$ cat src/rtl/scan_buffer_ctrl_if.sv
// Bus bundle for scan_buffer_ctrl: sample/drain handshakes plus packed per-channel status.
// The slave modport is the controller side and the master modport is the driver/observer side.
interface scan_buffer_ctrl_if #(
    parameter int NCH = 2,
    parameter int CW  = 8,
    parameter int CHW = 1
);
    logic                  start_scan;
    logic                  sample_valid;
    logic                  transfer_req;
    logic                  drain_ready;
    logic [CHW-1:0]        active_ch;
    logic [3*NCH-1:0]      state;
    logic [CW*NCH-1:0]     count;
    logic [NCH-1:0]        ready_to_transfer;
    logic                  drain_valid;
    logic [CHW-1:0]        drain_ch;
    logic [NCH-1:0]        flush;
    logic                  overrun;

    modport master (
        output start_scan, sample_valid, transfer_req, drain_ready,
        input  active_ch, state, count, ready_to_transfer,
        input  drain_valid, drain_ch, flush, overrun
    );

    modport slave (
        input  start_scan, sample_valid, transfer_req, drain_ready,
        output active_ch, state, count, ready_to_transfer,
        output drain_valid, drain_ch, flush, overrun
    );
endinterface

$ cat src/rtl/scan_buffer_ctrl.sv
// N-channel ping-pong scan buffer controller; stale-buffer reclaim under AUTO_FLUSH_EN.
// Latency: every output is registered, and reacts one cycle after the causing edge.
// Backpressure: drain advances only while drain_ready is high; samples that arrive with no channel in SCAN are dropped and pulse overrun.
module scan_buffer_ctrl #(
    parameter int NCH   = 2,
    parameter int DEPTH = 100,
    parameter int CW    = 8,
    parameter int CHW   = 1
) (
    input  logic            clk,
    input  logic            rst,
    scan_buffer_ctrl_if.slave bus
);
    typedef enum logic [2:0] {
        IDLE  = 3'd0,
        SCAN  = 3'd1,
        FULL  = 3'd2,
        XFER  = 3'd3,
        FLUSH = 3'd4
    } ch_state_t;

    localparam logic [CW-1:0] DEPTH_C = CW'(DEPTH);
    localparam logic [CW-1:0] LAST_C  = CW'(DEPTH - 1);
    localparam logic [CW-1:0] HALF_C  = CW'(DEPTH / 2);

    ch_state_t       st_q  [NCH];
    ch_state_t       st_d  [NCH];
    logic [CW-1:0]   cnt_q [NCH];
    logic [CW-1:0]   cnt_d [NCH];
    logic [CHW-1:0]  act_q, act_d;
    logic            started_q, started_d;
    logic [NCH-1:0]  rtt_q, rtt_d;
    logic [NCH-1:0]  flush_q, flush_d;
    logic            ovr_q, ovr_d;
    logic            dv_q, dv_d;
    logic [CHW-1:0]  dch_q, dch_d;

    logic            all_idle, any_xfer, scan_on;
    logic [CHW-1:0]  nxt, idx, sel;
    logic            sel_vld, fl_done;

    always_ff @(posedge clk or posedge rst) begin
        if (rst) begin
            for (int i = 0; i < NCH; i++) begin
                st_q[i]  <= IDLE;
                cnt_q[i] <= '0;
            end
            act_q     <= '0;
            started_q <= 1'b0;
            rtt_q     <= '0;
            flush_q   <= '0;
            ovr_q     <= 1'b0;
            dv_q      <= 1'b0;
            dch_q     <= '0;
        end else begin
            for (int i = 0; i < NCH; i++) begin
                st_q[i]  <= st_d[i];
                cnt_q[i] <= cnt_d[i];
            end
            act_q     <= act_d;
            started_q <= started_d;
            rtt_q     <= rtt_d;
            flush_q   <= flush_d;
            ovr_q     <= ovr_d;
            dv_q      <= dv_d;
            dch_q     <= dch_d;
        end
    end

    always_comb begin
        for (int i = 0; i < NCH; i++) begin
            st_d[i]  = st_q[i];
            cnt_d[i] = cnt_q[i];
        end
        act_d     = act_q;
        started_d = started_q;
        flush_d   = '0;
        ovr_d     = 1'b0;
        rtt_d     = '0;
        dv_d      = 1'b0;
        dch_d     = '0;
        idx       = '0;
        sel       = '0;
        sel_vld   = 1'b0;
        fl_done   = 1'b0;
        all_idle  = 1'b1;
        any_xfer  = 1'b0;

        for (int i = 0; i < NCH; i++) begin
            if (st_q[i] != IDLE) all_idle = 1'b0;
            if (st_q[i] == XFER) any_xfer = 1'b1;
        end
        // The SCAN channel, when there is one, is always active_ch.
        scan_on = (st_q[act_q] == SCAN);
        nxt     = (act_q == CHW'(NCH - 1)) ? '0 : act_q + 1'b1;

        if (bus.start_scan && all_idle) begin
            st_d[act_q]  = SCAN;
            cnt_d[act_q] = '0;
            started_d    = 1'b1;
        end else if (scan_on) begin
            if (bus.sample_valid && cnt_q[act_q] != DEPTH_C) begin
                cnt_d[act_q] = cnt_q[act_q] + 1'b1;
                if (cnt_q[act_q] == LAST_C) begin
                    st_d[act_q] = FULL;
                    if (st_q[nxt] == IDLE) begin
                        st_d[nxt]  = SCAN;
                        cnt_d[nxt] = '0;
                        act_d      = nxt;
                    end
                end
            end
        end else if (started_q) begin
            ovr_d = bus.sample_valid;
            if (st_q[nxt] == IDLE) begin
                st_d[nxt]  = SCAN;
                cnt_d[nxt] = '0;
                act_d      = nxt;
            end
        end

        for (int i = 0; i < NCH; i++) begin
            if (st_q[i] == XFER && bus.drain_ready && cnt_q[i] != '0) begin
                cnt_d[i] = cnt_q[i] - 1'b1;
                if (cnt_q[i] == CW'(1)) st_d[i] = IDLE;
            end
            if (st_q[i] == FLUSH) st_d[i] = IDLE;
        end

        // Oldest first: search upward from the channel after active_ch.
        if (bus.transfer_req && !any_xfer) begin
            for (int k = 1; k <= NCH; k++) begin
                idx = CHW'((int'(act_q) + k) % NCH);
                if (!sel_vld && st_q[idx] == FULL) begin
                    sel     = idx;
                    sel_vld = 1'b1;
                end
            end
            if (sel_vld) st_d[sel] = XFER;
        end

`ifdef AUTO_FLUSH_EN
        if (scan_on && cnt_q[act_q] >= HALF_C) begin
            for (int i = 0; i < NCH; i++) begin
                if (!fl_done && st_q[i] == FULL && !(sel_vld && sel == CHW'(i))) begin
                    st_d[i]    = FLUSH;
                    cnt_d[i]   = '0;
                    flush_d[i] = 1'b1;
                    fl_done    = 1'b1;
                end
            end
        end
`else
        fl_done = (HALF_C == '0) && 1'b0;
`endif

        for (int i = 0; i < NCH; i++) begin
            rtt_d[i] = (st_d[i] == FULL);
            if (st_d[i] == XFER) begin
                dv_d  = 1'b1;
                dch_d = CHW'(i);
            end
        end
    end

    for (genvar g = 0; g < NCH; g++) begin : g_pack
        assign bus.state[3*g +: 3]  = st_q[g];
        assign bus.count[CW*g +: CW] = cnt_q[g];
    end

    assign bus.active_ch         = act_q;
    assign bus.ready_to_transfer = rtt_q;
    assign bus.flush             = flush_q;
    assign bus.overrun           = ovr_q;
    assign bus.drain_valid       = dv_q;
    assign bus.drain_ch          = dch_q;
endmodule

$ cat src/flat_wrapper.sv
// flat-port wrapper written by rule: the top's interface ports become plain ports
module scan_buffer_ctrl_flat 
#(
    parameter int NCH   = 2,
    parameter int DEPTH = 100,
    parameter int CW    = 8,
    parameter int CHW   = 1
)
  (clk, rst, bus_start_scan, bus_sample_valid, bus_transfer_req, bus_drain_ready, bus_active_ch, bus_state, bus_count, bus_ready_to_transfer, bus_drain_valid, bus_drain_ch, bus_flush, bus_overrun);
  scan_buffer_ctrl_if #(.NCH(NCH), .CW(CW), .CHW(CHW)) bus_i ();
  input  logic clk;
  input  logic rst;
  input wire logic [$bits(bus_i.start_scan)-1:0] bus_start_scan;
  input wire logic [$bits(bus_i.sample_valid)-1:0] bus_sample_valid;
  input wire logic [$bits(bus_i.transfer_req)-1:0] bus_transfer_req;
  input wire logic [$bits(bus_i.drain_ready)-1:0] bus_drain_ready;
  output wire logic [$bits(bus_i.active_ch)-1:0] bus_active_ch;
  output wire logic [$bits(bus_i.state)-1:0] bus_state;
  output wire logic [$bits(bus_i.count)-1:0] bus_count;
  output wire logic [$bits(bus_i.ready_to_transfer)-1:0] bus_ready_to_transfer;
  output wire logic [$bits(bus_i.drain_valid)-1:0] bus_drain_valid;
  output wire logic [$bits(bus_i.drain_ch)-1:0] bus_drain_ch;
  output wire logic [$bits(bus_i.flush)-1:0] bus_flush;
  output wire logic [$bits(bus_i.overrun)-1:0] bus_overrun;
  assign bus_i.start_scan = bus_start_scan;
  assign bus_i.sample_valid = bus_sample_valid;
  assign bus_i.transfer_req = bus_transfer_req;
  assign bus_i.drain_ready = bus_drain_ready;
  assign bus_active_ch = bus_i.active_ch;
  assign bus_state = bus_i.state;
  assign bus_count = bus_i.count;
  assign bus_ready_to_transfer = bus_i.ready_to_transfer;
  assign bus_drain_valid = bus_i.drain_valid;
  assign bus_drain_ch = bus_i.drain_ch;
  assign bus_flush = bus_i.flush;
  assign bus_overrun = bus_i.overrun;
  scan_buffer_ctrl #(.NCH(NCH), .DEPTH(DEPTH), .CW(CW), .CHW(CHW)) u_core (.clk(clk), .rst(rst), .bus(bus_i));
endmodule
$ cat config.mk
export PLATFORM = sky130hd
export DESIGN_NAME = scan_buffer_ctrl_flat
export DESIGN_NICKNAME = d
export VERILOG_FILES = /design/src/rtl/scan_buffer_ctrl_if.sv /design/src/rtl/scan_buffer_ctrl.sv /design/src/flat_wrapper.sv
export SDC_FILE = /design/constraint.sdc
export NUM_CORES = 1
export LEC_CHECK = 0
export ABC_AREA = 1
export BUFFER_PORTS_ARGS = -buffer_cell sky130_fd_sc_hd__buf_2
export CAP_MARGIN = 25
export CELL_PAD_IN_SITES_DETAIL_PLACEMENT = 1
export CELL_PAD_IN_SITES_GLOBAL_PLACEMENT = 2
export CORE_ASPECT_RATIO = 1.4
export CORE_UTILIZATION = 28
export DETAILED_ROUTE_END_ITERATION = 8
export PLACE_DENSITY = 0.89
export SYNTH_ARGS = -nofsm -noshare
export SYNTH_HDL_FRONTEND = slang
export SYNTH_SLANG_ARGS = --single-unit
$ cat constraint.sdc
create_clock -name clk -period 2.1 [get_ports clk]
set_input_delay 0.105 -clock clk [delete_from_list [all_inputs] [get_ports clk]]
set_output_delay 0.105 -clock clk [all_outputs]
set_load 0.05 [all_outputs]
After elaboration in Yosys (flattened, before gate mapping)
Index checks and enable logic that the tools add are counted.
{"block": "word_totals", "input_bits": 6, "out_inout_bits": 30, "regBits": 29, "word_cells": 167}
{"block": "classes", "add_sub_neg": 6, "order_cmp": 8, "bitwise": 25, "mux": 73, "eq_ne": 19, "reduce_logical": 26}
{"op": "2-to-1 mux 16 bit", "n": 7}
{"op": "2-to-1 mux 3 bit", "n": 21}
{"op": "2-to-1 mux 8 bit", "n": 7}
{"op": "2-to-1 mux 6 bit", "n": 9}
{"op": "bitwise AND 16 bit", "n": 3}
{"op": "NOT 16 bit", "n": 2}
{"op": "equality test 3 x 2 -> 1 bit, second input constant", "n": 8}
{"op": "2-to-1 mux 1 bit", "n": 23}
{"op": "bitwise AND 4 bit", "n": 4}
{"op": "bitwise mux 16 bit", "n": 1}
{"op": "demux 8 bit (select 1 bit)", "n": 2}
{"op": "equality test 8 x 1 -> 1 bit, second input constant", "n": 2}
{"op": "nonzero test 4 bit", "n": 4}
{"op": "nonzero test 8 bit", "n": 2}
{"op": "subtractor 8 x 1 -> 8 bit, second input constant", "n": 2}
{"op": "NOT 4 bit", "n": 3}
{"op": "logical AND 1 bit", "n": 11}
{"op": ">= comparator 2 bit, second input constant", "n": 5}
{"op": "NOT 1 -> 2 bit", "n": 5}
{"op": "demux 3 bit (select 1 bit)", "n": 3}
{"op": "adder 8 x 1 -> 8 bit, second input constant", "n": 1}
{"op": "equality test 8 x 7 -> 1 bit, second input constant", "n": 1}
{"op": "inequality test 4 bit, second input constant", "n": 2}
{"op": "inequality test 8 x 7 -> 1 bit, second input constant", "n": 1}
{"op": "other kinds (16)", "n": 28}

Logic depth before layout (Yosys ltp)
Gate-level depths: netlist of the first run.
{"block": "depth", "depth_word": 24, "ltp_mapped": 18, "mapped_depth_nobuf": 17}

Least setup slack after synthesis of the first run
Ideal clock, no wire load.
{"block": "synth_timing", "kind": "register to register", "start": "reg u_core.act_q (netlist: u_core.bus.active_ch)", "end": "reg u_core.cnt_q, in the netlist u_core.bus.count[0]", "setup_time_ns": 0.126, "arrival_time_ns": 2.390, "path_buffers": 2, "required_ns": 1.974, "slack_ns": -0.416, "stages_incl_launch_ff": 15, "period_less_slack_ns": 2.516, "path_cell_list": "dfrtp_1 > inv_2 > buf_2 > o21ai_2 > ha_1 > nand3_1 > nor2_2 > nand3_2 > nor2_2 > buf_4 > nand2_1 > nand3_1 > nand3_1 > nand3_1 > nand3_1"}
{"block": "synth_between", "elab_chain_cells": 15}
{"element": "start, declared", "line_no": "scan_buffer_ctrl.sv:30", "text": "logic [CHW-1:0] act_q, act_d;"}
{"element": "start signal, assigned", "line_no": "scan_buffer_ctrl.sv:60", "text": "act_q <= act_d;"}
{"element": "parallel branches: the longest is 15 deep, another holds adder 8 x 1 -> 8 bit"}
{"element": "end signal, assigned by index", "line_no": "scan_buffer_ctrl.sv:58", "text": "cnt_q[i] <= cnt_d[i];"}
{"element": "end, declared", "line_no": "scan_buffer_ctrl.sv:28", "text": "logic [CW-1:0] cnt_q [NCH];"}
Parallel ways; which one is timed is not known. The select of a mux whose other input is x is not followed.
A chain may end at the register's enable or synchronous reset.

==> results of run 1 <==
==> flip-flops by register name (all words and copies together), names as in the netlist <==
signal / count
u_core.bus.active_ch: 1
u_core.bus.count: 16
u_core.bus.drain_ch: 1
u_core.bus.drain_valid: 1
u_core.bus.overrun: 1
u_core.bus.ready_to_transfer: 2
u_core.bus.state: 6
u_core.started_q: 1
==> worst max-delay path: stages (launching register included) <==
cell	delay (ns)
dfrtp_4	0.54
inv_8	0.11
nand2_4	0.06
o21ai_4	0.08
ha_4	0.19
nand3_4	0.09
nor2_4	0.15
nand3_4	0.10
nor2_4	0.23
nand2_2	0.12
nand2_1	0.07
nand2_1	0.06
nand2_1	0.06
nand2_1	0.06
nand2_2	0.09
nand2_2	0.07
nand2_1	0.07
==> through the flow <==
stage / utilization / area (um2) / hold WS, ns
floorplan: - / 2854 / 0.1830
global route: 0.4188 / 4028 / 0.1886
finish: 0.4188 / 4028 / 0.1840
CTS: 0.4071 / 3915 / 0.1766
global placement: 0.3668 / 3527 / 0.2670
detailed placement: 0.3668 / 3527 / 0.2873
==> path summary, 6_finish.rpt <==
path	start	end	slack, ns	cells after the start
max	u_core.bus.active_ch	u_core.bus.drain_valid	-0.11	16
min	bus_sample_valid	u_core.bus.overrun	0.18	3
max reg2reg	u_core.bus.active_ch	u_core.bus.drain_valid	-0.11	16
min reg2reg	u_core.started_q	u_core.started_q	0.51	2
max in group asynchronous	rst	u_core.bus.count[1]	0.96	4
min in group asynchronous	rst	u_core.bus.ready_to_transfer[0]	0.51	3
==> Yosys cell counts (all sizes together) <==
library cell  count
buf              11
clkinv            1
xnor2             1
ha                9
a311oi            1
nand3            35
conb              1
or2               2
a31oi             4
nor3              8
dfrtp            29
nor2             54
nand3b            3
clkbuf            5
nand2           164
o211ai            2
o31ai             3
o21bai            2
a21oi            12
o21ai            30
xor2              9
nand4             4
inv              62
o22ai             9
==> metal layers <==
metal,vias to the layer above,wire (um)
li1,1638,-
met1,1697,4543
met2,74,6290
met3,28,261
met4,0,387
met5,-,0
==> kinds of logic after synthesis <==
| family | after synthesis | share of synthesized area |
|---|---|---|
| AOI/OAI and AO/OA | 63 | 0.1312 |
| adders and majority gates | 9 | 0.04016 |
| xor gates and xnor gates | 10 | 0.03124 |
| and+or+nand+nor | 270 | 0.4195 |
| DFF | 29 | 0.2588 |
| other | 1 | 0.001337 |
| buffers and inverters | 79 | 0.1178 |
==> repair_timing <==
item | in CTS | in global routing
pin swaps | 21 | 15
endpoints found under the setup margin | 20 | 24
gates resized for setup | 38 | 27
buffers inserted | 13 | 2
hold buffers | 1 | 0
endpoints found under the hold margin | 17 | 0
==> where the power goes <==
part	switching, uW	internal [uW]	total [uW]
Clock	263	434	697
Combinational	3860	2260	6120
Sequential	250	775	1030
==> area by class of cell <==
| class | count | area [um2] |
|---|---|---|
| Clock buffer | 6 | 128.9 |
| Clock inverter | 2 | 10.01 |
| Fill cell | 1264 | 5589 |
| Inverter | 63 | 254.0 |
| Multi-Input combinational cell | 354 | 1969 |
| Sequential cell | 29 | 733.2 |
| Tap cell | 132 | 165.2 |
| Timing Repair Buffer | 102 | 767.0 |
==> impl_metrics.csv, run 1 <==
group,metric,value,unit
layout,syn2layout_area_growth,43.64,%
placement,io_buffers,33,
yosys,synthTopCellsByArea,"dfrtp_1, nand2_1, inv_1, nor2_1, nand3_1",
global_route,grt_use_total,0.2317,
sta,fin_tns_setup,-1.283,ns
cts,clock_latency,0.29,ns
yosys,synthDistinctLibCells,39,
power,power_leakage,0.002096,uW
placement,place_congestion,0.8282,
setup_path,crit_type,"reg2reg",
routing,via_count,3437,
sta,max_freq,452.2,MHz
yosys,syn_inst,461,
cts,clock-root-buffer,"clkbuf_16",
yosys,yosys_warnings,0,
global_route,use_met2,0.4266,
global_route,grt_pass1_vias,3640,
layout,final_cells,688,
global_route,use_met1,0.2514,
global_route,grt_max_degree,26,
die,initial_core_util,0.2916,
sta,worstMarginPinSlew,0.7819,ns
sta,post-route-period-util,1.053,
sta,slew_violations,0,
cts,path_clk_slew,0.05,ns
yosys,synth_area_leader_cell,"dfrtp_1",
setup_path,cp-end-kind,"register",
layout,final_nets,570,
die,die_x,86.58,um
min_path,hold_class,"in2reg",
yosys,ys_seq_area_frac,0.2588,
sta,finalWorstSetupSlack,-0.1116,ns
setup_path,worstPathRequired,2.33,ns
placement,dp.cells,664,
die,die_h,120.4,um
setup_path,arrival,2.44,ns
die,fp-row-count,42,
yosys,syn-cell-area,2804,um2
layout,layout_commonest_cell,"nand2_1",
yosys,syn_area_per_cell,6.082,um2
layout,drive_gt1_frac,0.3291,
layout,n_antenna_cell,0,
status,status,"complete, but fails checks",
cts,cts_buffer_depth,2,
cts,cts_tree,"built",
global_route,grt_busiest_layer,"met2",
sta,setup_viol_count_final,21,
routing,routed_wl,11.48,mm
routing,drc,0,
routing,drtIter0Drc,207,
die,coreArea,9617,um2
sta,slew_headroom,0.4782,
layout,final_cell_mix,"nand2_1, buf_4, inv_1, nor2_1, buf_2",
die,io_pins,36,
cts,cts.sinks,29,
power,ir_worst_vdd,0.0005385,V
setup_path,cp_max_fo,6,
die,die_area,10420,um2
cts,cts_made_buffers,5,
global_route,met3_usage,0.02935,
cts,htreeDepth,2,
yosys,netlist.area_leader.share,0.2588,
routing,wl_per_cell,16.69,um
sta,min_period,2.212,ns
status,violations,"setup timing",
yosys,ys_ff_latch,29,
global_route,grt_pass1_wl,18.42,mm
routing,dr.pass1.iters,4,
power,p_per_area,1948,nW/um2
global_route,grt_antenna_before_repair,0,
placement,dp_hpwl,8.300,mm
routing,final_antenna_net_count,0,
sta,fin_skew,0.005191,ns
global_route,grt_overflow,0,
routing,viasPerCell,4.996,
job,maxCapViolCount,0,
setup_path,worstSetupStartpointType,"register",
placement,dpl_worst_slack,-0.1201,ns
power,total_power,7846,uW
sta,rsz0062_at_grt,"yes",
sta,hold_viol_final,0,
Note: power is estimated with default switching activity, not from simulation.
==> inputs of run 2 (changes only) <==
--- a/config.mk
+++ b/config.mk
@@ -11,9 +11,9 @@
 export CELL_PAD_IN_SITES_DETAIL_PLACEMENT = 1
 export CELL_PAD_IN_SITES_GLOBAL_PLACEMENT = 2
 export CORE_ASPECT_RATIO = 1.4
-export CORE_UTILIZATION = 28
+export CORE_UTILIZATION = 31
 export DETAILED_ROUTE_END_ITERATION = 8
-export PLACE_DENSITY = 0.89
+export PLACE_DENSITY = 0.92
 export SYNTH_ARGS = -nofsm -noshare
 export SYNTH_HDL_FRONTEND = slang
 export SYNTH_SLANG_ARGS = --single-unit
==> constraint.sdc (replaced) <==
create_clock -name clk -period 2.5 [get_ports clk]
set_input_delay 0.125 -clock clk [delete_from_list [all_inputs] [get_ports clk]]
set_output_delay 0.125 -clock clk [all_outputs]
set_load 0.05 [all_outputs]
==> run 2 against run 1 <==
  * Core utilization fell by 3.9 points
  * Largest cell class unchanged
  * Highest routed layer unchanged
  * Final cell count is 12% lower
  * Global-route usage decreased by 1.8 points
  * The flow now finishes without violations
  * Total power is 34% lower
==> impl_metrics.csv, run 2 (same netlist as run 1, synthesis figures left out) <==
group,metric,value,unit
global_route,grt_pass1_vias,3123,
global_route,grt_use_total,0.2134,
setup_path,worstPathRequired,2.68,ns
routing,wl_per_cell,14.65,um
layout,multiInputGateArea,1754,um2
status,status,"completed",
routing,dr.pass1.iters,4,
cts,path_clk_slew,0.06,ns
power,power_leakage,0.001747,uW
routing,final_antenna_net_count,0,
setup_path,worstSetupStartpointType,"register",
cts,cts.sinks,29,
sta,rsz0062_at_grt,"no",
sta,slew_violations,0,
die,die_x,82.38,um
routing,viasPerCell,4.939,
min_path,hold_class,"in2reg",
layout,fill_cells,1176,
layout,layout_commonest_cell,"nand2_1",
routing,dr_wl_met2,4.613,mm
routing,wl_met1,3.923,mm
die,fp-row-count,40,
job,maxCapViolCount,0,
sta,fin_tns_setup,0,ns
power,p_per_area,1578,nW/um2
setup_path,crit_type,"reg2reg",
die,coreArea,8658,um2
placement,dp_hpwl,7.130,mm
layout,n_antenna_cell,0,
placement,placed_area,3119,um2
power,ir_worst_vdd,0.0005714,V
routing,drc,0,
sta,fin_skew,0.005391,ns
placement,dp.cells,598,
global_route,grt_overflow,0,
routing,via_count,2998,
global_route,grt_pass1_wl,15.33,mm
global_route,grt_max_degree,37,
cts,cts_made_buffers,5,
layout,final_area,3291,um2
placement,place_congestion,0.8851,
sta,whs,0.2148,ns
setup_path,cp-end-kind,"register",
sta,post-route-period-util,0.9008,
cts,htreeDepth,2,
sta,min_period,2.252,ns
sta,setup_viol_count_final,0,
global_route,grt_antenna_before_repair,0,
sta,max_freq,444.0,MHz
die,die_h,114.5,um
layout,regArea,726.9,um2
cts,clock-root-buffer,"clkbuf_16",
sta,hold_viol_final,0,
layout,drive_gt1_frac,0.1693,
die,io_pins,36,
layout,final_cells,607,
routing,drtIter0Drc,165,
setup_path,cp_max_fo,12,
cts,cts_buffer_depth,2,
cts,clock_latency,0.28,ns
cts,cts_tree,"built",
placement,io_buffers,33,
setup_path,arrival,2.43,ns
die,die_area,9435,um2
layout,syn2layout_area_growth,17.36,%
routing,maxUsedRoutingLayer,"met4",
routing,routed_wl,8.894,mm
setup_path,r2r_setup_slack,0.25,ns
routing,wl_met3,209,um
layout,final_nets,516,
layout,final_cell_mix,"nand2_1, inv_1, nor2_1, nand3_1, buf_2",
layout,largest_register_ffs,16,
die,initial_core_util,0.3238,
==> run 2: cell count changes in the layout (fill, tap and decap cells not counted), moves of 5 or more <==
cell     change
buf_4       -47
o21ai_0      +6
nand2_1     +17
nand2_2     -14
buf_12       -5
nand3_1      +6
nor2_1       +5
==> run 2: where the power goes <==
part | internal (uW) | switching [uW] | total, uW
Clock | 368 | 247 | 616
Combinational | 1090 | 2630 | 3730
Sequential | 642 | 206 | 848
Total | 2100 | 3090 | 5190
==> run 2: routing by layer <==
metal	GRT usage	vias to the layer above
met5	0	-
li1	-	1537
met4	0.06784	0
met2	0.3730	39
met3	0.02869	9
met1	0.2637	1413
==> run 2: final cells by class <==
cell class,count,area share
Clock buffer,5,0.03802
Clock inverter,3,0.006844
Timing Repair Buffer,48,0.08859
Sequential cell,29,0.2209
Inverter,63,0.07262
Multi-Input combinational cell,354,0.5331
Tap cell,105,0.03992
==> run 2: repair_timing <==
| item | 4_1_cts | 5_1_grt |
|---|---|---|
| hold endpoints to repair | 29 | 0 |
| hold buffers | 1 | 0 |
| endpoints found under the setup margin | 0 | 6 |
| buffers inserted | 0 | 0 |
| resized for setup | 0 | 4 |
==> run 2: path summary, 6_finish.rpt <==
path / endpoint / from / cells after the start
setup / recovery: u_core.bus.count[7] / u_core.bus.active_ch / 15
hold / removal: u_core.bus.overrun / bus_sample_valid / 3
setup reg to reg: u_core.bus.count[7] / u_core.bus.active_ch / 15
hold reg to reg: u_core.started_q / u_core.started_q / 2
max in group asynchronous: u_core.bus.active_ch / rst / 4
min in group asynchronous: u_core.bus.count[3] / rst / 4
==> run 2: worst max-delay path, cell delays in order, from the launching register on <==
cell and delay, ns:
dfrtp_2 0.46, inv_2 0.14, nand2_1 0.09, o21ai_2 0.10, ha_2 0.24, nand3_1 0.09, nor2_2 0.15, nand3_2 0.12
nor2_2 0.17, buf_6 0.18, nand3b_1 0.12, nand2_1 0.06, nand2_1 0.05, nand2_1 0.06, nand2_1 0.07, nand2_1 0.04
==> run 2: metrics by stage <==
step                        util  setup WS (ns)  power (uW)
after global placement    0.3603         0.2546        4512
after detailed placement  0.3603         0.1925        4591
after floorplan                -        0.07211        3638
after global routing      0.3801       0.006315        5714
after CTS                 0.3785         0.1915        5224
final                     0.3801         0.2479        5191
